File: src/rtl/sa_result_drain.sv
// Drains a systolic array: deskews the staggered column results into aligned rows
// and queues them in a small register FIFO with row/matrix bookkeeping for the consumer.
module sa_result_drain #(
  parameter int N     = 4,
  parameter int W     = 16,
  parameter int DEPTH = 4,
  parameter int ROWS  = 4,
  parameter int CW    = (ROWS > 1) ? $clog2(ROWS) : 1
) (
  input  logic          clk,
  input  logic          rst,
  input  logic          clr,
  input  logic          in_valid,
  input  logic [N*W-1:0] in_data,
  output logic [N*W-1:0] out_data,
  output logic          out_valid,
  input  logic          out_ready,
  output logic          out_last,
  output logic          overflow,
  output logic [CW-1:0] row_cnt
);

  localparam int AW = (DEPTH > 1) ? $clog2(DEPTH) : 1;
  localparam logic [AW:0]   DEPTH_C  = DEPTH[AW:0];
  localparam logic [CW-1:0] LAST_ROW = CW'(ROWS - 1);

  logic [N*W-1:0] aligned_row;
  logic           row_valid;

  // Column gi waits N-1-gi cycles so every column of a row lines up with the last one.
  genvar gi;
  for (gi = 0; gi < N; gi++) begin : g_col
    localparam int STG = N - 1 - gi;
    if (STG == 0) begin : g_pass
      assign aligned_row[gi*W +: W] = in_data[gi*W +: W];
    end else begin : g_dly
      logic [W-1:0] stg_q [STG];
      always_ff @(posedge clk or negedge rst) begin
        if (!rst) begin
          for (int s = 0; s < STG; s++) stg_q[s] <= '0;
        end else if (clr) begin
          for (int s = 0; s < STG; s++) stg_q[s] <= '0;
        end else begin
          stg_q[0] <= in_data[gi*W +: W];
          for (int s = 1; s < STG; s++) stg_q[s] <= stg_q[s-1];
        end
      end
      assign aligned_row[gi*W +: W] = stg_q[STG-1];
    end
  end

  if (N > 1) begin : g_vld
    logic [N-2:0] vld_q;
    always_ff @(posedge clk or negedge rst) begin
      if (!rst) begin
        vld_q <= '0;
      end else if (clr) begin
        vld_q <= '0;
      end else if (N > 2) begin
        vld_q <= {vld_q, in_valid};
      end else begin
        vld_q <= in_valid;
      end
    end
    assign row_valid = vld_q[N-2];
  end else begin : g_novld
    assign row_valid = in_valid;
  end

  logic [N*W-1:0] mem_q [DEPTH];
  logic [AW-1:0]  wr_ptr_q, wr_ptr_d, rd_ptr_q, rd_ptr_d;
  logic [AW:0]    count_q, count_d;
  logic [CW-1:0]  row_cnt_q, row_cnt_d;
  logic           overflow_q, overflow_d;
  logic           full, pop, push, drop;

  assign full      = (count_q == DEPTH_C);
  assign out_valid = (count_q != '0);
  assign out_data  = mem_q[rd_ptr_q];
  assign out_last  = out_valid && (row_cnt_q == LAST_ROW);
  assign row_cnt   = row_cnt_q;
  assign overflow  = overflow_q;

  always_comb begin
    pop        = out_valid && out_ready;
    // A full FIFO still takes the row when the consumer frees a slot this cycle.
    push       = row_valid && (!full || pop);
    drop       = row_valid && full && !pop;
    wr_ptr_d   = wr_ptr_q;
    rd_ptr_d   = rd_ptr_q;
    count_d    = count_q;
    row_cnt_d  = row_cnt_q;
    overflow_d = overflow_q || drop;
    if (push) wr_ptr_d = wr_ptr_q + AW'(1);
    if (pop) begin
      rd_ptr_d  = rd_ptr_q + AW'(1);
      row_cnt_d = out_last ? '0 : row_cnt_q + CW'(1);
    end
    case ({push, pop})
      2'b10:   count_d = count_q + (AW+1)'(1);
      2'b01:   count_d = count_q - (AW+1)'(1);
      default: count_d = count_q;
    endcase
  end

  always_ff @(posedge clk or negedge rst) begin
    if (!rst) begin
      wr_ptr_q   <= '0;
      rd_ptr_q   <= '0;
      count_q    <= '0;
      row_cnt_q  <= '0;
      overflow_q <= 1'b0;
    end else if (clr) begin
      wr_ptr_q   <= '0;
      rd_ptr_q   <= '0;
      count_q    <= '0;
      row_cnt_q  <= '0;
      overflow_q <= 1'b0;
    end else begin
      wr_ptr_q   <= wr_ptr_d;
      rd_ptr_q   <= rd_ptr_d;
      count_q    <= count_d;
      row_cnt_q  <= row_cnt_d;
      overflow_q <= overflow_d;
    end
  end

  // Storage is cleared too so out_data reads zero until the first row lands.
  always_ff @(posedge clk or negedge rst) begin
    if (!rst) begin
      for (int i = 0; i < DEPTH; i++) mem_q[i] <= '0;
    end else if (clr) begin
      for (int i = 0; i < DEPTH; i++) mem_q[i] <= '0;
    end else if (push) begin
      mem_q[wr_ptr_q] <= aligned_row;
    end
  end

endmodule

File: config.mk
export PLATFORM = sky130hd
export DESIGN_NAME = sa_result_drain
export DESIGN_NICKNAME = d
export VERILOG_FILES = /design/src/rtl/sa_result_drain.sv
export SDC_FILE = /design/constraint.sdc
export NUM_CORES = 1
export LEC_CHECK = 0
export ABC_AREA = 1
export CORE_MARGIN = 2
export CORE_UTILIZATION = 30
export CTS_BUF_LIST = sky130_fd_sc_hd__clkbuf_4
export CTS_CLUSTER_DIAMETER = 120
export DETAILED_ROUTE_END_ITERATION = 8
export PLACE_DENSITY = 0.48
export REMOVE_ABC_BUFFERS = 1
export SETUP_SLACK_MARGIN = 0.5
export SKIP_LAST_GASP = 1
export SLEW_MARGIN = 20
export SYNTH_ARGS = -nofsm -noshare
export SYNTH_HDL_FRONTEND = slang
export SYNTH_SLANG_ARGS = --single-unit
File: constraint.sdc
create_clock -name clk -period 2.75 [get_ports clk]
set_input_delay 0.275 -clock clk [delete_from_list [all_inputs] [get_ports clk]]
set_output_delay 0.275 -clock clk [all_outputs]
set_load 0.01 [all_outputs]
# Word level (Yosys, flattened, before mapping)
# Cells that the tools add are included.
dict set report op_classes {
  n_addsub 5
  n_mux 22
  order_cmp 3
  n_eq_ne 4
  bitwise 2
  reduce_logical 14
}
# operator count
set op_table {}
lappend op_table {{2-to-1 mux 256 bit} 2}
lappend op_table {{bitwise mux 256 bit} 1}
lappend op_table {{2-to-1 mux 64 bit} 3}
lappend op_table {{binary-select mux 64 bit (select 2 bit)} 1}
lappend op_table {{demux 64 bit (select 2 bit)} 1}
lappend op_table {{2-to-1 mux 48 bit} 1}
lappend op_table {{2-to-1 mux 32 bit} 1}
lappend op_table {{2-to-1 mux 16 bit} 1}
lappend op_table {{2-to-1 mux 2 bit} 7}
lappend op_table {{adder 2 x 1 -> 2 bit (second input constant)} 3}
lappend op_table {{>= comparator 3 bit (second input constant)} 2}
lappend op_table {{logical AND 1 bit} 6}
lappend op_table {{2-to-1 mux 3 bit} 2}
lappend op_table {{inverter 2 -> 3 bit} 2}
lappend op_table {{one-hot mux 3 bit (2 select lines)} 1}
lappend op_table {{nonzero test 3 bit} 2}
lappend op_table {{== test 2 bit (second input constant)} 2}
lappend op_table {{nonzero test 2 bit} 2}
lappend op_table {{adder 3 x 1 -> 3 bit (second input constant)} 1}
lappend op_table {{== test 3 bit (second input constant)} 1}
lappend op_table {{< comparator 3 x 1 -> 1 bit (second input constant)} 1}
lappend op_table {{subtractor 3 x 1 -> 3 bit (second input constant)} 1}
lappend op_table {{== test 2 x 1 -> 1 bit (second input constant)} 1}
lappend op_table {{logical NOT 1 bit} 2}
lappend op_table {{other kinds (2)} 3}
dict set report word_totals {
  reg_bits 365
  input_bits 69
  word_cells 66
  output_inout_bits 69
}

# Depth between registers and ports, before layout
# Gate-level depths: netlist of run 1.
dict set report logic_depth {
  depth_word 8
  ltp_mapped 11
  mapped_depth_nobuf 11
}

# Least setup slack after synthesis of run 1
# OpenSTA, ideal clock, no wires.
dict set report synth_path {
  path_type {reg-to-reg}
  startpoint {register count_q[0]}
  endpoint {register count_q[2]}
  t_arrival_ps 1756
  required_ps 2633
  slack_ps 876
  period_less_slack_ps 1874
  n_path_buf 0
  path_stages_with_launch 12
  setup_time_ps 117
  cell_sequence {dfrtp_1 nor2_4 nand2_1 nand3_1 inv_1 fa_1 xnor2_1 inv_1 nand2_1 nand2_1 nand3_1 nand2_1}
}
dict set report synth_via {
  elab_chain_len 7
  elab_cells_between_ends 13
  cone_classes {add/sub: 2; eq/ne: 3; mux: 2; reduce/logical: 6}
}
# element line
set synth_rtl {}
lappend synth_rtl {{start: declaration} 72} ;# logic [AW:0] count_q, count_d;
lappend synth_rtl {{start signal: assignment} 122} ;# count_q <= count_d;
lappend synth_rtl {{nonzero test 3 bit *} 78} ;# assign out_valid = (count_q != '0);
lappend synth_rtl {{via out_valid} 16} ;# output logic out_valid,
lappend synth_rtl {{logical AND 1 bit *} 85} ;# pop = out_valid && out_ready;
lappend synth_rtl {{logical OR 1 bit} 87} ;# push = row_valid && (!full || pop);
lappend synth_rtl {{logical AND 1 bit} 87}
lappend synth_rtl {{== test 2 x 1 -> 1 bit or == test 2 bit (tied branches)} 99} ;# case ({push, pop})
lappend synth_rtl {{one-hot mux 3 bit (2 select lines)} 99}
lappend synth_rtl {{2-to-1 mux 3 bit} 113} ;# end else if (clr) begin
# The timed path passes the listed nets; every way through them passes the cells marked *.
# A chain may end at the register's enable or synchronous reset.

# Worst setup path after layout of run 1
dict set report layout_path {
  startpoint {register rd_ptr_q[0]}
  endpoint {output out_data[34]}
}
dict set report layout_via {
  elab_chain_len 4
}
# element line
set layout_rtl {}
lappend layout_rtl {{start: declaration} 71} ;# logic [AW-1:0] wr_ptr_q, wr_ptr_d, rd_ptr_q, rd_ptr_d;
lappend layout_rtl {{start signal: assignment} 121} ;# rd_ptr_q <= rd_ptr_d;
lappend layout_rtl {{inverter 2 -> 3 bit (not written as such)} 79} ;# assign out_data = mem_q[rd_ptr_q];
lappend layout_rtl {{binary-select mux 64 bit (select 2 bit)} 79}
lappend layout_rtl {{2-to-1 mux 64 bit (not written as such) (2 in series)} 79}
lappend layout_rtl {{end: declaration} 15} ;# output logic [N*W-1:0] out_data,
# Every way passes these cells. The select of a mux whose other input is x is not followed.

==> results of run 1 <==
power breakdown:
part	switching (mW)	leakage, nW	total [mW]	internal (mW)
sequential	0.0822	5.01	5.57	5.49
combinational	2.31	4.01	4.16	1.84
clock	2.32	0.784	5.08	2.76
total	4.72	9.81	14.8	10.1
area by class of cell:
type | instances | area, sq um
Multi-Input combinational cell | 1095 | 5600
Tap cell | 672 | 841
Antenna cell | 1 | 2.50
Clock inverter | 23 | 144
Clock buffer | 157 | 1180
Timing Repair Buffer | 267 | 2940
Sequential cell | 365 | 9140
Inverter | 119 | 474
Fill cell | 5017 | 29600
Yosys cell counts (all sizes together):
| cell type | number |
|---|---|
| o21ai | 382 |
| dfrtp | 365 |
| nor2 | 349 |
| nand2 | 269 |
| inv | 119 |
| o22ai | 64 |
| clkbuf | 60 |
| buf | 54 |
| nand3 | 11 |
| a21oi | 8 |
| ha | 5 |
| nand4 | 2 |
| a21boi | 1 |
| fa | 1 |
| o21a | 1 |
| xnor2 | 1 |
| xor2 | 1 |
metrics by stage:
step                cells  setup WS (ns)  TNS [ns]  total power, mW   util
floorplan            1579          -2.00   -129.87             7.02      -
global placement     2432          0.452         0             8.71  0.347
detailed placement   2432          0.452         0             8.72  0.347
CTS                  2689         0.0728         0             14.6  0.396
global route         2699         0.0655         0             15.6  0.407
finish               2699          0.189         0             14.8  0.407
sequential cells by signal, summed over array words and instances, names as in the netlist:
signal,count
rd_ptr_q,2
overflow,1
g_col.g_dly.stg_q,64
row_cnt,2
wr_ptr_q,2
aligned_row,32
count_q,3
mem_q,256
g_vld.vld_q,3
routing by layer:
layer / track usage / up-vias / routed length (microns)
met1: 0.252 / 6323 / 22800
met4: 0.0746 / 0 / 1390
met3: 0.0378 / 91 / 2590
li1: - / 6056 / -
met2: 0.313 / 379 / 23200
met5: 0 / - / 0
cell families (layout without fill, tap and decap cells):
| group | count (synthesis) | in the layout | synth area share |
|---|---|---|---|
| other | 0 | 1 | 0 |
| DFF | 365 | 365 | 0.604 |
| and+or+nand+nor | 631 | 631 | 0.166 |
| adders and majority gates | 6 | 6 | 0.00546 |
| buffers and inverters | 233 | 566 | 0.0667 |
| xor gates and xnor gates | 2 | 2 | 0.00116 |
| AOI/OAI and AO/OA | 456 | 456 | 0.156 |
worst max-delay path by stage:
stage	from	to	slack [ns]	depth (start not counted)
3_3_place_gp	out_ready	mem_q[179]$_DFFE_PN0P_	0.45	9
4_1_cts	rd_ptr_q[0]$_DFFE_PN0P_	out_data[29]	0.07	7
2_1_floorplan	rd_ptr_q[0]$_DFFE_PN0P_	out_data[0]	-2.00	3
5_1_grt	rd_ptr_q[0]$_DFFE_PN0P_	out_data[39]	0.07	7
3_5_place_dp	out_ready	mem_q[174]$_DFFE_PN0P_	0.45	9
6_report	rd_ptr_q[0]$_DFFE_PN0P_	out_data[34]	0.19	7
what timing repair did:
item                                    CTS  global route
endpoints found under the hold margin   346             0
setup buffers                            14             2
hold buffers                             50             0
pin swaps                                52            45
gates cloned                             13             7
resized for setup                       393           128
endpoints found under the setup margin   66            66
==> impl_metrics.toml, run 1 <==
[run_status]
status = "finished, final reports clean"

[placed_design]
numPortBuffers = 137
dpl_cell_area_sq_um = 17300
place_hpwl_microns = 25900
place.gp.congestion = 0.739

[die]
core_sq_um = 50000
row_count = 82
ioPinCount = 138
dieArea_sq_um = 52200
die_x_microns = 229
start_util = 0.303
fp.dieH_microns = 229

[clock_tree]
clk_pin_slew_ns = 0.07
clk_path_buf_depth = 3
clock-sinks = 365
root_buffer = "clkbuf_4"
insertion_delay_ns = 0.83
ctsHtreeMaxLevel = 3
cts_buffers = 101
cts_tree = "yes"

[timing]
relSlewSlack = 0.500
tightest_slew_ns = 0.750
rsz0062_at_grt = "yes"
max_freq_mhz = 390
holdWs_ns = 0.0590
finClkSkew_ns = 0.0330
setup_viol = 0
layout_min_cycle_time_ns = 2.56
timing.final.crit_share = 0.931
slew_violations = 0
hold_viol = 0

[critical_path]
path_cells = "buf_6 > clkinv_8 > buf_12 > clkbuf_16 > nor2_1 > o22ai_2 > buf_2"
cp_max_fo = 6
arrival_ns = 2.29
r2r_end = "mem_q[184]$_DFFE_PN0P_"
critPathTopFamily = "buffers and inverters"
r2r_slack_ns = 0.68
worst_path_max_delay_cell = "dfrtp_4"
start_kind = "register"
crit_type = "reg2out"
rr_startpoint = "count_q[1]$_DFFE_PN0P_"
crit_path_end_kind = "primary output"
crit_required_ns = 2.48
crit_buf_inv = 5
critPathMaxStageDelay_ns = 0.50
rr_worst_depth = 8

[synth]
syn_avg_cell_area_sq_um = 8.94
synth_area_leader_cell = "dfrtp_1"
yosysWarningCount = 0
synth_area_sq_um = 15100
synthDominantCellAreaShare = 0.604
syn_inst = 1693
synthDistinctLibCells = 26
seq_area_frac_synth = 0.604
ys_ff_latch = 365
synth_area_leaders = "dfrtp_1 (60%), o21ai_0 (12%), nor2_1 (8.4%)"

[pwr]
peakVddDrop_mv = 0.259
p_per_area_nw_per_um2 = 729
leakage_nw = 9.81

[route]
firstDrtPassIters = 5
wl_microns = 50000
wl_per_cell_microns = 18.5
viasPerCell = 4.76
drc = 0
drtAntennaViolNets = 0
drt_first_iter_violations = 720
via_count = 12800

[finish]
layout-drive-gt1-share = 0.217
final_cell_mix = "dfrtp_1 (360), nor2_1 (311), o21ai_0 (271)"
layout_commonest_cell = "dfrtp_1"
nets = 2024
area_growth_syn_to_layout_pct = 34.3
fin_area_sq_um = 20300

[grt]
grt_overflow = 0
grt_max_degree = 94
grtUsageTotal = 0.192
antenna_found_initial = 1
grt_pass1_wl_microns = 78000
grt_pass1_vias = 13500

[hold_path]
hp-class = "in2async"

[run]
max_cap_viol_count = 0
Power figures use the tool's default switching activity.
==> run 2, diff against run 1 <==
--- a/config.mk
+++ b/config.mk
@@ -11,10 +11,9 @@
 export CTS_BUF_LIST = sky130_fd_sc_hd__clkbuf_4
 export CTS_CLUSTER_DIAMETER = 120
 export DETAILED_ROUTE_END_ITERATION = 8
-export PLACE_DENSITY = 0.48
+export PLACE_DENSITY = 0.5
 export REMOVE_ABC_BUFFERS = 1
 export SETUP_SLACK_MARGIN = 0.5
-export SKIP_LAST_GASP = 1
 export SLEW_MARGIN = 20
 export SYNTH_ARGS = -nofsm -noshare
 export SYNTH_HDL_FRONTEND = slang
==> impl_metrics.toml, run 2 (same netlist as run 1, synthesis figures left out) <==
[route]
wl_per_cell_microns = 18.9
wl_microns = 51500
viasPerCell = 4.79
firstDrtPassIters = 5
drt_first_iter_violations = 789
drtAntennaViolNets = 0
drc = 0
via_count = 13000

[finish]
multi_input_area_sq_um = 5640
regMostFlops = "mem_q"
instances_no_fill = 2722
nets = 2046
fillerInstances = 4992
area_growth_syn_to_layout_pct = 37.5
layout-drive-gt1-share = 0.233
finalCoreUtilization = 0.416
ff_latch_area_sq_um = 9140
largest_reg_flops = 256
final_cell_mix = "dfrtp_1 (361), nor2_1 (304), nand2_1 (268)"
layout_commonest_cell = "dfrtp_1"

[critical_path]
crit_path_end_kind = "primary output"
rr_startpoint = "count_q[1]$_DFFE_PN0P_"
arrival_ns = 2.25
cp_max_fo = 8
crit_required_ns = 2.48
crit_start = "rd_ptr_q[0]$_DFFE_PN0P_"
crit_type = "reg2out"
start_kind = "register"

[clock_tree]
clk_pin_slew_ns = 0.07
cts_buffers = 101
root_buffer = "clkbuf_4"
insertion_delay_ns = 0.85
clk_path_buf_depth = 3
clock-sinks = 365
cts_tree = "yes"
ctsHtreeMaxLevel = 3

[hold_path]
hp-class = "in2reg"
min_from = "in_data[33]"

[timing]
max_freq_mhz = 396
hold_viol = 0
rsz0062_at_grt = "yes"
finClkSkew_ns = 0.0528
timing.final.crit_share = 0.918
setup_viol = 0
holdWs_ns = 0.0481
tightest_slew_ns = 0.743
relSlewSlack = 0.505
layout_min_cycle_time_ns = 2.52
slew_violations = 0

[pwr]
fin_total_pwr_mw = 15.1
leakage_nw = 10.1
peakVddDrop_mv = 0.249
p_per_area_nw_per_um2 = 726

[die]
fp.dieH_microns = 229
row_count = 82
core_sq_um = 50000
dieArea_sq_um = 52200
start_util = 0.303
die_x_microns = 229
ioPinCount = 138

[placed_design]
numPortBuffers = 137
place_hpwl_microns = 25700
place.gp.congestion = 0.755
dp.cells = 2429

[grt]
grt_max_degree = 72
grt_pass1_wl_microns = 79600
grt_pass1_vias = 13600
antenna_found_initial = 2
grt_overflow = 0
grtUsageTotal = 0.197

[run]
max_cap_viol_count = 0

[run_status]
status = "finished, final reports clean"
## run 2: changes by cell type in the layout (fill, tap and decap cells not counted), sizes merged, moves of 2 or more
| cell | delta |
|---|---|
| dlygate4sd3 | +2 |
| inv | +4 |
| buf | +14 |
| clkinv | -8 |
| clkbuf | +12 |
## run 2: through the flow
step / setup TNS, ns / cell area (sq um) / worst slack [ns]
after global placement: 0 / 17300 / 0.455
final: 0 / 20800 / 0.225
after floorplan: -129.87 / 14600 / -2.00
after global routing: 0 / 20800 / 0.131
after CTS: 0 / 20200 / 0.153
after detailed placement: 0 / 17300 / 0.439
## run 2: power breakdown
part	switching [mW]	internal, mW	leakage [nW]
Sequential	0.109	5.49	5.01
Clock	2.32	2.74	0.797
Combinational	2.41	2.03	4.26
## run 2: worst paths after layout
kind | end | slack [ns] | depth (start not counted)
max | out_data[31] | 0.23 | 6
max reg2reg | mem_q[94]$_DFFE_PN0P_ | 0.69 | 8
min in group asynchronous | mem_q[198]$_DFFE_PN0P_ | 0.49 | 3
min | g_col[2].g_dly.stg_q[1]$_DFF_PN0_ | 0.05 | 3
max in group asynchronous | mem_q[193]$_DFFE_PN0P_ | 1.53 | 4
min reg2reg | g_col[0].g_dly.stg_q[16]$_DFF_PN0_ | 0.45 | 2
## run 2: routing by layer
metal / global-route usage / wire (microns)
met5: 0 / 0
met4: 0.0705 / 1130
met3: 0.0375 / 2750
met2: 0.325 / 25000
met1: 0.257 / 22600
## run 2: area by class of cell
cell class,count,area share
clock buffers,163,0.0588
repair buffers,289,0.163
inverters,119,0.0224
multi-input cells,1095,0.271
well taps,672,0.0404
diodes,2,0.000241
clock inverters,17,0.00433
flip-flops and latches,365,0.440
## run 2: worst max-delay path: stages, from the launching register on
cell	delay, ns
dfrtp_4	0.57
buf_12	0.18
buf_12	0.13
buf_16	0.15
o21ai_2	0.13
o22ai_2	0.10
buf_2	0.16
## run 2: timing repair
item                       4_1_cts  5_1_grt
hold endpoints to repair       429        0
pin swaps                       57       42
setup buffers                   23        3
gates cloned                    20       12
gates resized for setup        459       96
setup endpoints to repair       66       65
hold buffers                    53        0
==> run 3, diff against run 2 <==
--- a/config.mk
+++ b/config.mk
@@ -6,12 +6,13 @@
 export NUM_CORES = 1
 export LEC_CHECK = 0
 export ABC_AREA = 1
+export CORE_ASPECT_RATIO = 0.75
 export CORE_MARGIN = 2
-export CORE_UTILIZATION = 30
+export CORE_UTILIZATION = 60
 export CTS_BUF_LIST = sky130_fd_sc_hd__clkbuf_4
 export CTS_CLUSTER_DIAMETER = 120
 export DETAILED_ROUTE_END_ITERATION = 8
-export PLACE_DENSITY = 0.5
+export PLACE_DENSITY = 0.86
 export REMOVE_ABC_BUFFERS = 1
 export SETUP_SLACK_MARGIN = 0.5
 export SLEW_MARGIN = 20
==> constraint.sdc (replaced) <==
create_clock -name clk -period 2.75 [get_ports clk]
set_input_delay 0.275 -clock clk [delete_from_list [all_inputs] [get_ports clk]]
set_output_delay 0.275 -clock clk [all_outputs]
set_load 0.005 [all_outputs]
==> impl_metrics.toml, run 3 (same netlist as run 1, synthesis figures left out) <==
[route]
drtAntennaViolNets = 0
firstDrtPassIters = 9
wl_microns = 49200
viasPerCell = 6.09
wl_per_cell_microns = 21.3
via_count = 14100
drc = 1
drt_first_iter_violations = 1926

[placed_design]
place.gp.congestion = 0.812
dp.cells = 2096
numPortBuffers = 137
place_hpwl_microns = 22700

[finish]
nets = 1986
regMostFlops = "mem_q"
fillerInstances = 1473
layout-drive-gt1-share = 0.228
final_cell_mix = "dfrtp_1 (360), nor2_1 (297), nand2_1 (268)"
area_growth_syn_to_layout_pct = 29.2
layout_commonest_cell = "dfrtp_1"
instances_no_fill = 2312
finalCoreUtilization = 0.787
largest_reg_flops = 256

[grt]
grt_pass1_wl_microns = 74300
grtUsageTotal = 0.361
grt_max_degree = 107
antenna_found_initial = 1
grt_overflow = 0
grt_pass1_vias = 14000

[run_status]
status = "complete, but fails checks"
violations = "DRC"

[critical_path]
crit_required_ns = 2.48
start_kind = "register"
worst_path_max_delay_cell = "dfrtp_4"
crit_path_end_kind = "primary output"
critPathMaxStageDelay_ns = 0.54
path_cells = "buf_12 > buf_8 > buf_12 > o21ai_2 > o22ai_2 > buf_2"
arrival_ns = 2.30
critPathMostFrequentCell = "buf_12"
cp_max_fo = 8
crit_type = "reg2out"

[die]
core_sq_um = 24800
ioPinCount = 138
start_util = 0.609
die_x_microns = 187
dieArea_sq_um = 26500
row_count = 50
fp.dieH_microns = 142

[clock_tree]
ctsHtreeMaxLevel = 3
cts_tree = "yes"
clk_pin_slew_ns = 0.08
cts_buffers = 87
root_buffer = "clkbuf_4"
clk_path_buf_depth = 3
clock-sinks = 365
insertion_delay_ns = 0.76

[run]
max_cap_viol_count = 0

[pwr]
peakVddDrop_mv = 0.522
fin_total_pwr_mw = 14.3
leakage_nw = 9.61
p_per_area_nw_per_um2 = 734

[timing]
timing.final.crit_share = 0.936
finClkSkew_ns = 0.0532
tns_ns = 0
tightest_slew_ns = 1.14
setup_viol = 0
rsz0062_at_grt = "yes"
slew_violations = 0
max_freq_mhz = 388
layout_min_cycle_time_ns = 2.57
relSlewSlack = 0.239
hold_viol = 0

[hold_path]
hp-class = "in2reg"
==> run 3: changes by cell type in the layout (fill, tap and decap cells not counted), moves of 4 or more <==
cell and change:
clkinv_1 +4, o21ai_4 +7, dlygate4sd3_1 -47, buf_12 -4, clkbuf_4 -35, o22ai_1 +10
buf_4 +13, clkbuf_16 -8, o22ai_2 -12, o21ai_1 -4, nor2_4 +6, nor2_1 -7
==> run 3: stage by stage <==
step	setup slack [ns]	area, sq um	hold slack (ns)
6_report	0.176	19600	0.0257
5_1_grt	0.177	19600	0.0194
4_1_cts	0.280	19100	0.000353
3_5_place_dp	0.264	16800	0.303
3_3_place_gp	0.338	16800	0.306
2_1_floorplan	-1.97	14600	-0.0206
==> run 3: area by class of cell <==
class / instances / area, sq um / area share
inverters: 119 / 465 / 0.0238
repair buffers: 240 / 2680 / 0.137
diodes: 1 / 2.50 / 0.000128
flip-flops and latches: 365 / 9140 / 0.468
multi-input cells: 1097 / 5720 / 0.293
clock inverters: 23 / 148 / 0.00755
well taps: 338 / 423 / 0.0216
clock buffers: 128 / 961 / 0.0491
repair inverters: 1 / 8.76 / 0.000448
==> run 3: what timing repair did <==
item	CTS	global route
pin swaps	76	46
hold buffers	5	0
hold endpoints to repair	192	0
gates resized for setup	464	113
gates cloned	21	4
buffers inserted	31	3
setup endpoints to repair	100	67
==> run 3: worst max-delay path, delay by kind of cell (launching register included) <==
| kind | cells | cell delay (ns) |
|---|---|---|
| buffers and inverters | 4 | 0.64 |
| flip-flops | 1 | 0.54 |
| AO/OA/AOI/OAI | 2 | 0.36 |
==> run 3: worst paths after layout <==
kind | endpoint | cells past startpoint | slack, ns | startpoint
worst min-delay path | g_col[1].g_dly.stg_q[19]$_DFF_PN0_ | 3 | 0.03 | in_data[19]
worst max register to register | mem_q[67]$_DFFE_PN0P_ | 7 | 0.47 | wr_ptr_q[0]$_DFFE_PN0P_
max in group asynchronous | mem_q[43]$_DFFE_PN0P_ | 4 | 1.71 | rst
min in group asynchronous | aligned_row[23]$_DFF_PN0_ | 2 | 0.10 | rst
worst max-delay path | out_data[44] | 6 | 0.18 | rd_ptr_q[0]$_DFFE_PN0P_
worst min register to register | g_col[0].g_dly.stg_q[21]$_DFF_PN0_ | 2 | 0.42 | g_col[0].g_dly.stg_q[37]$_DFF_PN0_
==> run 3: report_power, final <==
part	switching (mW)	internal, mW
Sequential	0.104	5.49
Combinational	2.29	1.94
Clock	2.21	2.31
Total	4.61	9.74
==> run 3: metal layers <==
layer / vias up / wire (microns) / GRT usage
met5: - / 0 / 0
met4: 0 / 2500 / 0.189
met3: 242 / 6430 / 0.101
met2: 1113 / 22500 / 0.563
met1: 6753 / 17800 / 0.469
li1: 5967 / - / -
